--- src/rtl/bus_pkg.sv ---
// Shared bus arbitration types and default widths.
// Latency: n/a (types and constants only).
// Backpressure: n/a.
package bus_pkg;

  localparam int BUS_WIDTH_DEF  = 32;
  localparam int CTRL_WIDTH_DEF = 8;

  typedef enum logic {
    IDLE  = 1'b0,
    OWNED = 1'b1
  } arb_state_t;

  // Tenure counter must hold 0..MAX_HOLD-1; keep at least one bit so the vector is legal.
  function automatic int cnt_width(input int max_hold);
    return (max_hold < 1) ? 1 : $clog2(max_hold + 1);
  endfunction

endpackage

--- src/rtl/rr_pick.sv ---
// Round-robin priority encoder: first set req bit above last_owner, wrapping.
// Latency: combinational.
// Backpressure: none; caller decides when winner is consumed.
module rr_pick #(
  parameter int N    = 8,
  parameter int ID_W = $clog2(N)
) (
  input  logic [N-1:0]    req,
  input  logic [ID_W-1:0] last_owner,
  output logic [ID_W-1:0] winner,
  output logic            any
);

  // last_owner < N and offset <= N, so one conditional subtract replaces a modulo.
  function automatic logic [ID_W-1:0] wrap_idx(input int sum);
    int s;
    s = (sum >= N) ? sum - N : sum;
    return s[ID_W-1:0];
  endfunction

  // Scan from the farthest candidate down so the nearest requester overwrites last.
  always_comb begin
    winner = '0;
    any    = |req;
    for (int i = N; i >= 1; i--) begin
      if (req[wrap_idx(int'(last_owner) + i)]) begin
        winner = wrap_idx(int'(last_owner) + i);
      end
    end
  end

endmodule

--- src/rtl/bus_arbiter.sv ---
// Round-robin bus arbiter with optional tenure limit, plus shared data/control mux.
// Latency: grant one edge after req sampled in IDLE; one IDLE turnaround between tenures.
// Backpressure: level req held by owner; non-owner requests wait until the bus goes IDLE.
module bus_arbiter
  import bus_pkg::*;
#(
  parameter int N_MASTERS  = 8,
  parameter int BUS_WIDTH  = BUS_WIDTH_DEF,
  parameter int CTRL_WIDTH = CTRL_WIDTH_DEF,
  parameter int MAX_HOLD   = 0,
  parameter int ID_W       = $clog2(N_MASTERS)
) (
  input  logic                             clk,
  input  logic                             reset,
  input  logic [N_MASTERS-1:0]             req,
  input  logic [N_MASTERS*BUS_WIDTH-1:0]   bus_in,
  input  logic [N_MASTERS*CTRL_WIDTH-1:0]  ctrl_in,
  output logic [N_MASTERS-1:0]             ack,
  output logic [BUS_WIDTH-1:0]             bus_out,
  output logic [CTRL_WIDTH-1:0]            ctrl_out,
  output logic [ID_W-1:0]                  grant_id,
  output logic                             busy
);

  arb_state_t            state_q, state_d;
  logic [N_MASTERS-1:0]  ack_d;
  logic [ID_W-1:0]       grant_d;
  logic [ID_W-1:0]       last_q, last_d;
  logic [ID_W-1:0]       pick_id;
  logic                  pick_any;
  logic                  grant_start;
  logic                  preempt;

  rr_pick #(
    .N    (N_MASTERS),
    .ID_W (ID_W)
  ) u_pick (
    .req        (req),
    .last_owner (last_q),
    .winner     (pick_id),
    .any        (pick_any)
  );

  assign busy        = (state_q == OWNED);
  assign grant_start = (state_q == IDLE) && pick_any;

  generate
    if (MAX_HOLD > 0) begin : g_tenure
      localparam int              CNT_W    = cnt_width(MAX_HOLD);
      localparam logic [CNT_W-1:0] CNT_LAST = CNT_W'(MAX_HOLD - 1);

      logic [CNT_W-1:0] tenure_q;
      logic             others_req;

      // ack is the owner's one-hot, so masking with it leaves only waiters.
      assign others_req = |(req & ~ack);
      assign preempt    = busy && (tenure_q == CNT_LAST) && others_req;

      always_ff @(posedge clk or negedge reset) begin
        if (!reset) begin
          tenure_q <= '0;
        end else if (grant_start) begin
          tenure_q <= '0;
        end else if (busy && (tenure_q != CNT_LAST)) begin
          tenure_q <= tenure_q + 1'b1;
        end
      end
    end else begin : g_no_tenure
      assign preempt = 1'b0;
    end
  endgenerate

  always_comb begin
    state_d = state_q;
    ack_d   = ack;
    grant_d = grant_id;
    last_d  = last_q;
    case (state_q)
      IDLE: begin
        if (pick_any) begin
          state_d        = OWNED;
          ack_d          = '0;
          ack_d[pick_id] = 1'b1;
          grant_d        = pick_id;
        end
      end
      OWNED: begin
        // Release and preemption share one path: the owner becomes lowest priority.
        if (!req[grant_id] || preempt) begin
          state_d = IDLE;
          ack_d   = '0;
          last_d  = grant_id;
        end
      end
      default: begin
        state_d = IDLE;
        ack_d   = '0;
      end
    endcase
  end

  always_ff @(posedge clk or negedge reset) begin
    if (!reset) begin
      state_q  <= IDLE;
      ack      <= '0;
      grant_id <= '0;
      last_q   <= ID_W'(N_MASTERS - 1);
    end else begin
      state_q  <= state_d;
      ack      <= ack_d;
      grant_id <= grant_d;
      last_q   <= last_d;
    end
  end

  always_comb begin
    bus_out  = '0;
    ctrl_out = '0;
    if (busy) begin
      for (int i = 0; i < N_MASTERS; i++) begin
        if (grant_id == ID_W'(i)) begin
          bus_out  = bus_in[i*BUS_WIDTH +: BUS_WIDTH];
          ctrl_out = ctrl_in[i*CTRL_WIDTH +: CTRL_WIDTH];
        end
      end
    end
  end

endmodule

--- config.mk ---
export PLATFORM = sky130hd
export DESIGN_NAME = bus_arbiter
export DESIGN_NICKNAME = d
export VERILOG_FILES = /design/src/rtl/bus_pkg.sv /design/src/rtl/rr_pick.sv /design/src/rtl/bus_arbiter.sv
export SDC_FILE = /design/constraint.sdc
export NUM_CORES = 1
export LEC_CHECK = 0
export ABC_AREA = 1
export BUFFER_PORTS_ARGS = -buffer_cell sky130_fd_sc_hd__buf_2
export CAP_MARGIN = 10
export CORE_AREA = 2 2 147 149
export DETAILED_ROUTE_END_ITERATION = 8
export DIE_AREA = 0 0 149 151
export GPL_ROUTABILITY_DRIVEN = 0
export GPL_TIMING_DRIVEN = 1
export PLACE_DENSITY = 0.54
export REMOVE_ABC_BUFFERS = 1
export SLEW_MARGIN = 20
export SYNTH_ARGS = -nofsm -noshare
export SYNTH_HDL_FRONTEND = slang
export SYNTH_SLANG_ARGS = --single-unit
--- constraint.sdc ---
create_clock -name clk -period 5.6 [get_ports clk]
set_input_delay 1.12 -clock clk [delete_from_list [all_inputs] [get_ports clk]]
set_output_delay 1.12 -clock clk [all_outputs]
set_load 0.01 [all_outputs]
==> metrics.csv <==
stage,metric,value,unit
worst_hold_path,hold_path.class,flop to flop,
clock_network,clock_sinks,15,
floorplan,die_h,151,µm
logic_synthesis,synth_seq_cells,15,
clock_network,h-tree-depth,1,
worst_setup_path,worstPathMaxFanout,54,
grt,overflow,0,
routing,drt_pre_antenna_iters,5,
worst_setup_path,start_kind,flop,
timing,hold_slack,0.4757,ns
routing,ant_nets,0,
timing,fin_crit_sh,78.53,%
floorplan,die_x,149,µm
logic_synthesis,synth_area_leaders,"nand2_1 21%, nand3_1 15%, a21oi_1 8.9%",
placed_design,dp_slack,1.403,ns
layout,final_core_util,29.23,%
routing,num_vias,6415,
routing,routed_wl,23.30,mm
logic_synthesis,ys_types,38,
clock_network,post_cts_buffers,0,
worst_setup_path,path_cells,inv_2 -> nand2_2 -> nand3_1 -> o21ai_0 -> nand3_1 -> o22ai_1 -> a21oi_1 -> buf_2,
logic_synthesis,synth_cells,709,
timing,relSlewSlack,27.00,%
worst_setup_path,cp_common_cell,nand3_1,
worst_setup_path,crit_type,flop to output pin,
clock_network,insertion_delay,0.25,ns
clock_network,cts_buffers,3,
timing,hold_violations,0,
pwr,power_frac_comb,87.1,%
worst_setup_path,crit_start,grant_id[2],
worst_setup_path,cp_slowest_cell,dfrtp_2,
worst_setup_path,worstPathRequired,4.48,ns
floorplan,die_area,22500,µm²
timing,fin_ws,1.202,ns
grt,grt_usage,18.85,%
worst_setup_path,cpPeakStageDelay,0.86,ns
worst_setup_path,arrival,3.28,ns
clock_network,cts_resized,0,
timing,final.setup.tns,0,ns
pwr,p_sw_share,61.25,%
grt,antenna_found_initial,5,
pwr,power,3.478,mW
floorplan,initial_core_util,18.35,%
worst_setup_path,r2r_slack,3.02,ns
grt,grt_max_degree,57,
outcome,status,"complete, no violations",
clock_network,cts_tree,built,
timing,rsz0062_at_grt,no,
timing,slew_violations,0,
grt,grt_pass1_wl,33.40,mm
pwr,power_density,571.5,nW/µm²
floorplan,rows,53,
layout,area_delta_synth_final,59.27,%
floorplan,core,20820,µm²
layout,instances_no_fill,1327,
routing,detail_route.wl_per_cell,17.56,µm
timing,setup_viol,0,
timing,final.min_clock_period,4.398,ns
layout,nNetsFinal,1381,
grt,grt_pass1_vias,5992,
pwr,ir_worst_vdd,0.0002692,V
placed_design,hpwlAfterDp,17.77,mm
clock_network,root_buffer,clkbuf_16,
placed_design,dpl.cell_count,1316,
floorplan,ios,382,
layout,final_area,6086,µm²
logic_synthesis,synth_ff_type,dfrtp_1,
clock_network,ctsHoldBuffers,0,
worst_setup_path,end_kind,output pin,
logic_synthesis,synth_area_leader_cell,nand2_1,
pwr,p_leak,3.268,nW
job,maxCapViolations,0,
logic_synthesis,yosys_warnings,0,
placed_design,placed_area,5913,µm²
routing,via_per_inst,4.834,
clock_network,clk_pin_slew_worst_paths,0.05,ns
pwr,power.share.clock,4.1,%
logic_synthesis,async_flop_share,100.0,%
logic_synthesis,synth_edf_count,0,
clock_network,clk_path_buf_depth,2,
logic_synthesis,syn_area,3821,µm²
pwr,internal_power,1.348,mW
worst_setup_path,r2r-start,last_q[0],
timing,clock_skew,0.001022,ns
pwr,seqPwrFrac,8.9,%
timing,tightest_slew,1.092,ns
layout,layout-drive-gt1-share,43.13,%
routing,drtIter0Drc,383,
placed_design,port_buffers,381,
worst_setup_path,r2r-end,ack[6],
logic_synthesis,syn_avg_cell_area,5.390,µm²
logic_synthesis,seq_area_frac_synth,9.921,%
logic_synthesis,synth_top_area_share,21.41,%
worst_setup_path,ff2ff_path_depth,18,
routing,drc,0,
pwr,p_sw,2.130,mW
worst_setup_path,worstSetupEndpoint,ctrl_out[0],
timing,fmax,227.4,MHz
[flip-flops by register name, indices dropped and copies added, names as in the netlist]
signal    count
ack           8
busy          1
grant_id      3
last_q        3
[per-layer routing]
layer / track usage (%) / wire length, µm / part of all wire (%)
met5: 0 / 23 / 0.099
met1: 23.96 / 9705 / 42
met4: 5.381 / 447 / 1.9
met2: 32.95 / 11290 / 48
met3: 2.982 / 1831 / 7.9
[power groups by stage]
| stage | sequential [mW] | combinational, mW | clock [mW] |
|---|---|---|---|
| floorplan | 0.263 | 1.98 | 0 |
| global placement | 0.308 | 2.96 | 0 |
| detailed placement | 0.309 | 2.99 | 0 |
| CTS | 0.310 | 3.00 | 0.145 |
| global route | 0.318 | 3.39 | 0.147 |
| finish | 0.309 | 3.03 | 0.141 |
[worst min-delay path by stage]
| stage | slack (ns) | start | depth (start not counted) | end |
|---|---|---|---|---|
| global placement | 0.47 | ack[4] | 2 | ack[4] |
| detailed placement | 0.46 | ack[4] | 2 | ack[4] |
| floorplan | 0.52 | ack[3] | 2 | ack[3] |
| global route | 0.50 | ack[6] | 2 | ack[6] |
| finish | 0.48 | ack[2] | 2 | ack[2] |
| CTS | 0.48 | ack[2] | 2 | ack[2] |
[logic make-up (layout without fill, tap and decap cells)]
kind of cell,count (synthesis),after routing,synth area share (%)
other,0,4,0
adder cells (fa/ha/maj),2,2,0.6548
AO/OA/AOI/OAI,189,189,27.90
buffers and inverters,97,436,10.77
flip-flops,15,15,9.922
AND/OR/NAND/NOR,402,402,49.44
XOR/XNOR,4,4,1.310
[layout by cell type, fill, tap and decap left out, drive strengths merged]
master / n
a211oi: 1
a21oi: 69
a22oi: 12
a31oi: 24
buf: 388
clkbuf: 3
clkinv: 2
dfrtp: 12
dfstp: 3
diode: 4
ha: 2
inv: 43
nand2: 235
nand3: 128
nand4: 15
nor2: 20
nor3: 2
nor4: 1
o211ai: 11
o21ai: 63
o21bai: 2
o22ai: 7
or2: 1
xnor2: 1
xor2: 3
[cell usage after synthesis, types with 2 or more instances]
library cell  instances
nand2_1             218
nand3_1             116
a21oi_1              68
o21ai_0              56
clkbuf_1             42
inv_1                34
a31oi_1              24
nand4_1              15
nor2_1               15
a22oi_1              12
dfrtp_1              12
nand3_2              12
o211ai_1             11
nand2_4              10
buf_2                 7
inv_2                 7
nand2_2               7
o21ai_1               7
o22ai_1               7
dfstp_2               3
nor2_2                3
buf_4                 2
ha_1                  2
nor2_4                2
nor3_1                2
o21bai_1              2
xor2_2                2
[cell type report]
cell class,instances,area [µm²]
diodes,4,10.01
clock buffers,3,75.07
clock inverters,1,5.005
fillers,2420,14740
inverters,44,172.7
multi-input cells,597,3078
flip-flops and latches,15,381.6
well taps,275,344.1
repair buffers,388,2019
[worst max-delay path, delay by kind of cell, from the launching register on]
kind	cells	cell delay, ns
AND/OR/NAND/NOR	3	1.14
flip-flops	1	0.86
AO/OA/AOI/OAI	3	0.35
buffers and inverters	2	0.61
(Power assumes the default switching activity.)
